===== config.mk =====
export PLATFORM = sky130hd
export DESIGN_NAME = mpaddsub_serial
export DESIGN_NICKNAME = d
export VERILOG_FILES = /design/src/rtl/mpa_pkg.sv /design/src/rtl/mpaddsub_serial_addc_limb.sv /design/src/rtl/mpaddsub_serial.sv
export SDC_FILE = /design/constraint.sdc
export NUM_CORES = 2
export LEC_CHECK = 0
export CAP_MARGIN = 20
export CORE_AREA = 2 2 608 610
export CTS_CLUSTER_SIZE = 30
export DETAILED_ROUTE_END_ITERATION = 16
export DIE_AREA = 0 0 610 612
export GPL_TIMING_DRIVEN = 1
export SLEW_MARGIN = 25
export SYNTH_ARGS = -nofsm -noshare
export SYNTH_HDL_FRONTEND = slang
export SYNTH_SLANG_ARGS = --single-unit

===== constraint.sdc =====
create_clock -name clk -period 3.75 [get_ports clk]
set_input_delay 0.9375 -clock clk [delete_from_list [all_inputs] [get_ports clk]]
set_output_delay 0.9375 -clock clk [all_outputs]
set_load 0.1 [all_outputs]

===== src/rtl/mpa_pkg.sv =====
// Shared constants, limb-count helper and FSM state type for the serial
// multi-precision adder/subtractor.
package mpa_pkg;

  localparam int OPW  = 514;
  localparam int RESW = 515;

  // ceil((opw+1)/limb): the result needs one bit beyond the operand width
  function automatic int nlimb(input int opw, input int limb);
    return (opw + limb) / limb;
  endfunction

  typedef enum logic {
    IDLE = 1'b0,
    RUN  = 1'b1
  } state_e;

endpackage


===== src/rtl/mpaddsub_serial_addc_limb.sv =====
// Combinational W-bit adder slice with carry in and carry out.
module addc_limb #(
  parameter int W = 64
) (
  input  logic [W-1:0] a,
  input  logic [W-1:0] b,
  input  logic         cin,
  output logic [W-1:0] s,
  output logic         cout
);

  assign {cout, s} = {1'b0, a} + {1'b0, b} + {{W{1'b0}}, cin};

endmodule


===== src/rtl/mpaddsub_serial.sv =====
// Serial multi-precision adder/subtractor: one LIMB-wide slice per clock,
// done pulses NLIMB cycles after the start-sampling edge.
module mpaddsub_serial #(
  parameter int OPW  = mpa_pkg::OPW,
  parameter int LIMB = 64
) (
  input  logic           clk,
  input  logic           resetn,
  input  logic           start,
  input  logic           subtract,
  input  logic [OPW-1:0] in_a,
  input  logic [OPW-1:0] in_b,
  output logic [OPW:0]   result,
  output logic           done,
  output logic           busy
);

  import mpa_pkg::*;

  localparam int NLIMB = nlimb(OPW, LIMB);
  localparam int EXTW  = NLIMB * LIMB;
  localparam int CNTW  = (NLIMB > 1) ? $clog2(NLIMB) : 1;
  localparam logic [CNTW-1:0] LAST = CNTW'(NLIMB - 1);

  state_e          state_q, state_d;
  logic [CNTW-1:0] cnt_q, cnt_d;
  logic [EXTW-1:0] a_q, a_d;
  logic [EXTW-1:0] b_q, b_d;
  logic [EXTW-1:0] res_q, res_d;
  logic            carry_q, carry_d;
  logic            done_q, done_d;
  logic            busy_q, busy_d;
  logic [LIMB-1:0] sum_s;
  logic            cout_s;

  // Operands shift right one limb per cycle, so the adder always sees bit 0.
  addc_limb #(.W(LIMB)) u_addc (
    .a    (a_q[LIMB-1:0]),
    .b    (b_q[LIMB-1:0]),
    .cin  (carry_q),
    .s    (sum_s),
    .cout (cout_s)
  );

  // Next-state and datapath control.
  always_comb begin
    state_d = state_q;
    cnt_d   = cnt_q;
    a_d     = a_q;
    b_d     = b_q;
    res_d   = res_q;
    carry_d = carry_q;
    done_d  = 1'b0;
    busy_d  = busy_q;
    case (state_q)
      IDLE: begin
        if (start) begin
          a_d     = EXTW'(in_a);
          b_d     = subtract ? ~(EXTW'(in_b)) : EXTW'(in_b);
          carry_d = subtract;
          cnt_d   = {CNTW{1'b0}};
          busy_d  = 1'b1;
          state_d = RUN;
        end else begin
          state_d = IDLE;
        end
      end
      RUN: begin
        a_d     = a_q >> LIMB;
        b_d     = b_q >> LIMB;
        // Sum limbs enter at the top; after NLIMB shifts limb 0 sits at bit 0.
        res_d   = {sum_s, res_q[EXTW-1:LIMB]};
        carry_d = cout_s;
        if (cnt_q == LAST) begin
          cnt_d   = {CNTW{1'b0}};
          done_d  = 1'b1;
          busy_d  = 1'b0;
          state_d = IDLE;
        end else begin
          cnt_d   = cnt_q + CNTW'(1'b1);
        end
      end
      default: begin
        state_d = IDLE;
        busy_d  = 1'b0;
      end
    endcase
  end

  // State and datapath registers.
  always_ff @(posedge clk or negedge resetn) begin
    if (!resetn) begin
      state_q <= IDLE;
      cnt_q   <= {CNTW{1'b0}};
      a_q     <= {EXTW{1'b0}};
      b_q     <= {EXTW{1'b0}};
      res_q   <= {EXTW{1'b0}};
      carry_q <= 1'b0;
      done_q  <= 1'b0;
      busy_q  <= 1'b0;
    end else begin
      state_q <= state_d;
      cnt_q   <= cnt_d;
      a_q     <= a_d;
      b_q     <= b_d;
      res_q   <= res_d;
      carry_q <= carry_d;
      done_q  <= done_d;
      busy_q  <= busy_d;
    end
  end

  assign result = res_q[OPW:0];
  assign done   = done_q;
  assign busy   = busy_q;

endmodule


# Word-level counts from Yosys, hierarchy flattened
# Index checks and enable logic that the tools add are counted.
dict set report totals {
  register_bits 1736
  out_inout_bits 517
  word_cells 35
}
dict set report op_classes {
  eq_ne 3
  add_sub_neg 3
  reduce_logical 1
  bitwise 2
  muxes 18
}
# op n
set ops {}
lappend ops {{576-bit case mux with 2 select lines} 2}
lappend ops {{576-bit 2-to-1 mux} 3}
lappend ops {{514-bit inverter with 576-bit output} 1}
lappend ops {{64-bit by 64-bit adder with 65-bit output} 1}
lappend ops {{65-bit by 1-bit adder with 65-bit output} 1}
lappend ops {{4-bit 2-to-1 mux} 2}
lappend ops {{4-bit case mux with 2 select lines} 1}
lappend ops {{1-bit 2-to-1 mux} 7}
lappend ops {{1-bit case mux with 2 select lines} 3}
lappend ops {{4-bit by 1-bit adder with 4-bit output, second input constant} 1}
lappend ops {{4-bit equality test, second input constant} 1}
lappend ops {{2-bit by 1-bit inequality test with 1-bit output, second input constant} 1}
lappend ops {{2-bit inequality test, second input constant} 1}
lappend ops {{2-bit AND reduction} 1}
lappend ops {{1-bit inverter} 1}

# Longest topological paths before layout
dict set report logic_depth {
  depth_word 4
  mapped_depth 13
}

# By module
# From an unflattened synthesis, not the netlist that was laid out.
dict set report hier_totals {
  cells_unflattened 7211
  area_unflattened_um2 82987.1
}
# module instances cells_each area_per_inst_um2
set modules_own_cells {}
lappend modules_own_cells {mpaddsub_serial 1 6665 79269.8}
lappend modules_own_cells {addc_limb 1 546 3717.3}

# Worst setup path after synthesis
# OpenSTA, ideal clock, no wires.
dict set report synth_timing {
  kind {register to register}
  startpoint {register a_q[0]}
  endpoint {register carry_q}
  setup_ns 0.129
  t_required_ns 3.621
  path_stages_with_launch 14
  slack_ns 0.636
  path_buffers 0
  arrival_time_ns 2.985
  path_cell_list {dfrtp_1 > fa_1 > inv_1 > fa_1 > and2b_1 > o2111ai_2 > a211oi_2 > o21ai_1 > a31o_2 > a211oi_2 > or3_1 > a31oi_2 > nor2b_1 > o41a_1}
}
dict set report synth_via {
  elab_chain_len 3
}
# element line
set synth_lines {}
lappend synth_lines {{start, declared} mpaddsub_serial.sv:27} ;# logic [EXTW-1:0] a_q, a_d;
lappend synth_lines {{start signal, assigned} mpaddsub_serial.sv:95} ;# a_q <= {EXTW{1'b0}};
lappend synth_lines {{64-bit by 64-bit adder with 65-bit output} mpaddsub_serial_addc_limb.sv:12} ;# assign {cout, s} = {1'b0, a} + {1'b0, b} + {{W{1'b0}}, cin};
lappend synth_lines {{65-bit by 1-bit adder with 65-bit output} mpaddsub_serial_addc_limb.sv:12}
lappend synth_lines {{1-bit case mux with 2 select lines} mpaddsub_serial.sv:55} ;# case (state_q)
lappend synth_lines {{end signal, assigned} mpaddsub_serial.sv:107} ;# carry_q <= carry_d;
lappend synth_lines {{end, declared} mpaddsub_serial.sv:30} ;# logic carry_q, carry_d;
# No other way between the ends.
# A chain may end at the register's enable or synchronous reset.

# Worst setup path in the final report
# Ends and elaborated chain as after synthesis.

==> impl_metrics.yaml <==
layout:
  final_cells: 13800
  drive_above_1_share: 0.167
  synthToLayoutAreaGrowth_pct: 30.7
  final_common_cell: "dfrtp_1"
  mostFrequentLayoutCells: "dfrtp_1, o21ai_0, nand2_1"
  nFillCells: 38600
  final_nets: 9820
  final_area_um2: 104000
clock_tree:
  clock_sinks: 1613
  tritoncts: "done"
  clock_path_buffers: 4
  cts_root_buf: "clkbuf_16"
  insertion_delay_ns: 0.95
  cts_buffers: 196
  clkTransAtPathRegs_ns: 0.06
  h-tree-depth: 4
routing:
  ant_nets: 0
  drc: 0
  first_pass_iters: 6
  totalWireLength_um: 368000
  wl_per_cell_um: 26.7
  vias: 59900
  drt-initial-drc-count: 4592
  routed_via_density: 4.34
floorplan:
  initial_utilization: 0.216
  row_count: 223
  core_um2: 367000
  ios: 1549
  die_x_um: 610
  die_area_um2: 373000
  dieHeight_um: 612
setup_path:
  crit_buf_inv: 2
  rrSetupSlack_ns: 0.16
  crit_fanout: 3
  reg2reg_from: "a_q[0]$_DFFE_PN0P_"
  crit_arrival_ns: 4.37
  reg2reg_depth: 14
  critPathKind: "flip-flop to flip-flop"
  path_delay_family: "compound AO/OA/AOI/OAI gates"
  start_kind: "flip-flop"
  reg2reg_to: "carry_q$_DFFE_PN0P_"
  crit_required_ns: 4.53
  cp_slowest_cell: "fa_1"
  cp_cell_sequence: "fa_1 -> inv_1 -> fa_1 -> and2b_1 -> o2111ai_2 -> a211oi_2 -> o21ai_2 -> a31o_4 -> a211oi_2 -> buf_4 -> or3_1 -> a31oi_2 -> nor2b_1 -> o41a_1"
  slowest_delay_ns: 0.48
  crit_path_end_kind: "flip-flop"
timing:
  fin_crit_sh: 0.959
  maxSlewHeadroom: 0.316
  slew_viol_final: 0
  fmax_ghz: 0.278
  hold_slack_ns: 0.390
  setup_viol: 0
  hold_violations: 0
  rsz0062_at_grt: "no"
  finClkSkew_ns: 0.124
  tightestPinTransition_ns: 1.02
  min_period_ns: 3.59
power_and_ir_drop:
  p_sw_uw: 45000
  seqPwrFrac: 0.329
  clockPowerShare: 0.222
  design_power_total_uw: 91800
  power.leakage_uw: 0.0457
  p_sw_frac: 0.490
  peakVddDrop_v: 0.000555
  p_comb_frac: 0.449
  p_per_area_nw_per_um2: 885
  power.internal_uw: 46800
yosys:
  yosys_most_used_dff: "dfrtp_1"
  synth.net_count: 8912
  synth.distinct_cells: 71
  syn_area_um2: 79300
  synthCells: 7813
  ys_seq_area_frac: 0.509
  synth-edff-count: 0
  synth_top_area_cell: "dfrtp_1"
  ys_ff_latch: 1613
  synth_area_leaders: "dfrtp_1, o21ai_0, mux2_2"
  avgSynthCellArea_um2: 10.2
  async_flop_share: 1.00
  synth_top_area_share: 0.509
  yosys_warnings: 0
hold_path:
  hold_class: "flip-flop to flip-flop"
  hold_path_end: "a_q[126]$_DFFE_PN0P_"
  min_from: "a_q[190]$_DFFE_PN0P_"
  hold_depth: 2
grt:
  grt.total_usage: 0.191
  grt_max_degree: 176
  grt_most_used_layer: "met2"
  met1_usage: 0.220
  antenna_found_initial: 150
  grt_overflow_total: 0
  grtUsageMet3: 0.0335
  grt_first_pass_wirelength_um: 496000
  grt_pass1_vias: 58600
  met2_usage: 0.330
run_status:
  status: "complete, no violations"
place:
  placed_cell_area_um2: 96600
  placed_cells: 13400
  io_buffers: 1548
  gp_congestion: 0.941
  dp_hpwl_um: 303000
flow_run:
  cap_viol_max_count: 0
## metrics by stage
| stage | TNS (ns) | util | setup WS [ns] |
|---|---|---|---|
| finish | 0 | 0.282 | 0.155 |
| global route | 0 | 0.282 | 0.0318 |
| CTS | 0 | 0.282 | 0.0270 |
| detailed placement | -0.0580 | 0.263 | -0.0488 |
| global placement | -0.176 | 0.263 | -0.0904 |
| floorplan | 0 | - | 0.636 |
## sequential cells by signal (all words and copies together) (netlist names)
signal and count:
a_q 514, b_q 515, cnt_q 4, done 1
busy 1, state_q 1, res_q 576, carry_q 1
## per-layer routing
| metal | share of wire | up-vias |
|---|---|---|
| met3 | 0.051 | 571 |
| li1 | - | 28000 |
| met1 | 0.39 | 29400 |
| met2 | 0.50 | 1910 |
| met5 | 0.00062 | - |
| met4 | 0.065 | 38 |
## worst min-delay path: stages (launching register included)
cell     delay (ns)
dfrtp_1        0.35
nand2_1        0.05
o21ai_0        0.07
## kinds of logic (layout without fill, tap and decap cells)
kind of cell    Yosys count  after routing  share of synthesized area
compound gates         1730           1730                      0.115
simple gates           1676           1676                     0.0818
flops                  1613           1613                      0.509
mux                    1080           1080                      0.145
buf+inv                1080           2151                     0.0758
xor+xnor                567            567                     0.0626
fa+ha+maj                67             67                     0.0108
other cells               0             78                          0
## cell type report
cell class / count / area, um^2 / area share
antenna: 78 / 195 / 0.00188
clock buffer: 284 / 5700 / 0.0550
clock inverter: 77 / 1150 / 0.0111
inverter: 20 / 75.1 / 0.000724
multi-input combinational: 5120 / 33000 / 0.318
sequential: 1613 / 40400 / 0.390
tap: 4837 / 6050 / 0.0584
timing repair buffer: 1770 / 17100 / 0.165
## power groups by stage
stage	Combinational, uW	Clock [uW]	Sequential [uW]
2_1_floorplan	33600	0	26200
3_3_place_gp	41100	0	30600
3_5_place_dp	41400	0	30700
4_1_cts	41400	20900	30400
5_1_grt	43200	21500	30900
6_report	41200	20400	30200
## what timing repair did
action                                  CTS  global route
resized for setup                         2             2
pin swaps                                 1             1
hold endpoints to repair                  9             0
hold buffers                              1             0
endpoints found under the setup margin    3             1
buffers inserted                          1             0
cloned                                    0             0
## synthesized netlist by cell type, types with 13 or more instances
master	count
nand2_1	1490
buf_1	96
ha_1	65
mux2i_1	518
nor3_1	13
buf_4	515
o21bai_1	15
nand4_1	24
nand3_1	18
o21ai_0	1520
a21oi_1	79
dfrtp_1	1613
xor2_1	20
clkbuf_1	438
a21o_1	36
xnor2_1	547
inv_1	20
mux2_2	562
nor2_1	104
## worst max-delay path by stage
stage,to,from,slack (ns),depth (start not counted)
global placement,res_q[560]$_DFFE_PN0P_,carry_q$_DFFE_PN0P_,-0.09,13
CTS,carry_q$_DFFE_PN0P_,a_q[0]$_DFFE_PN0P_,0.03,14
detailed placement,res_q[560]$_DFFE_PN0P_,carry_q$_DFFE_PN0P_,-0.05,13
finish,carry_q$_DFFE_PN0P_,a_q[0]$_DFFE_PN0P_,0.16,14
global route,carry_q$_DFFE_PN0P_,a_q[0]$_DFFE_PN0P_,0.03,14
floorplan,carry_q$_DFFE_PN0P_,a_q[0]$_DFFE_PN0P_,0.64,13
(Power assumes the default switching activity.)
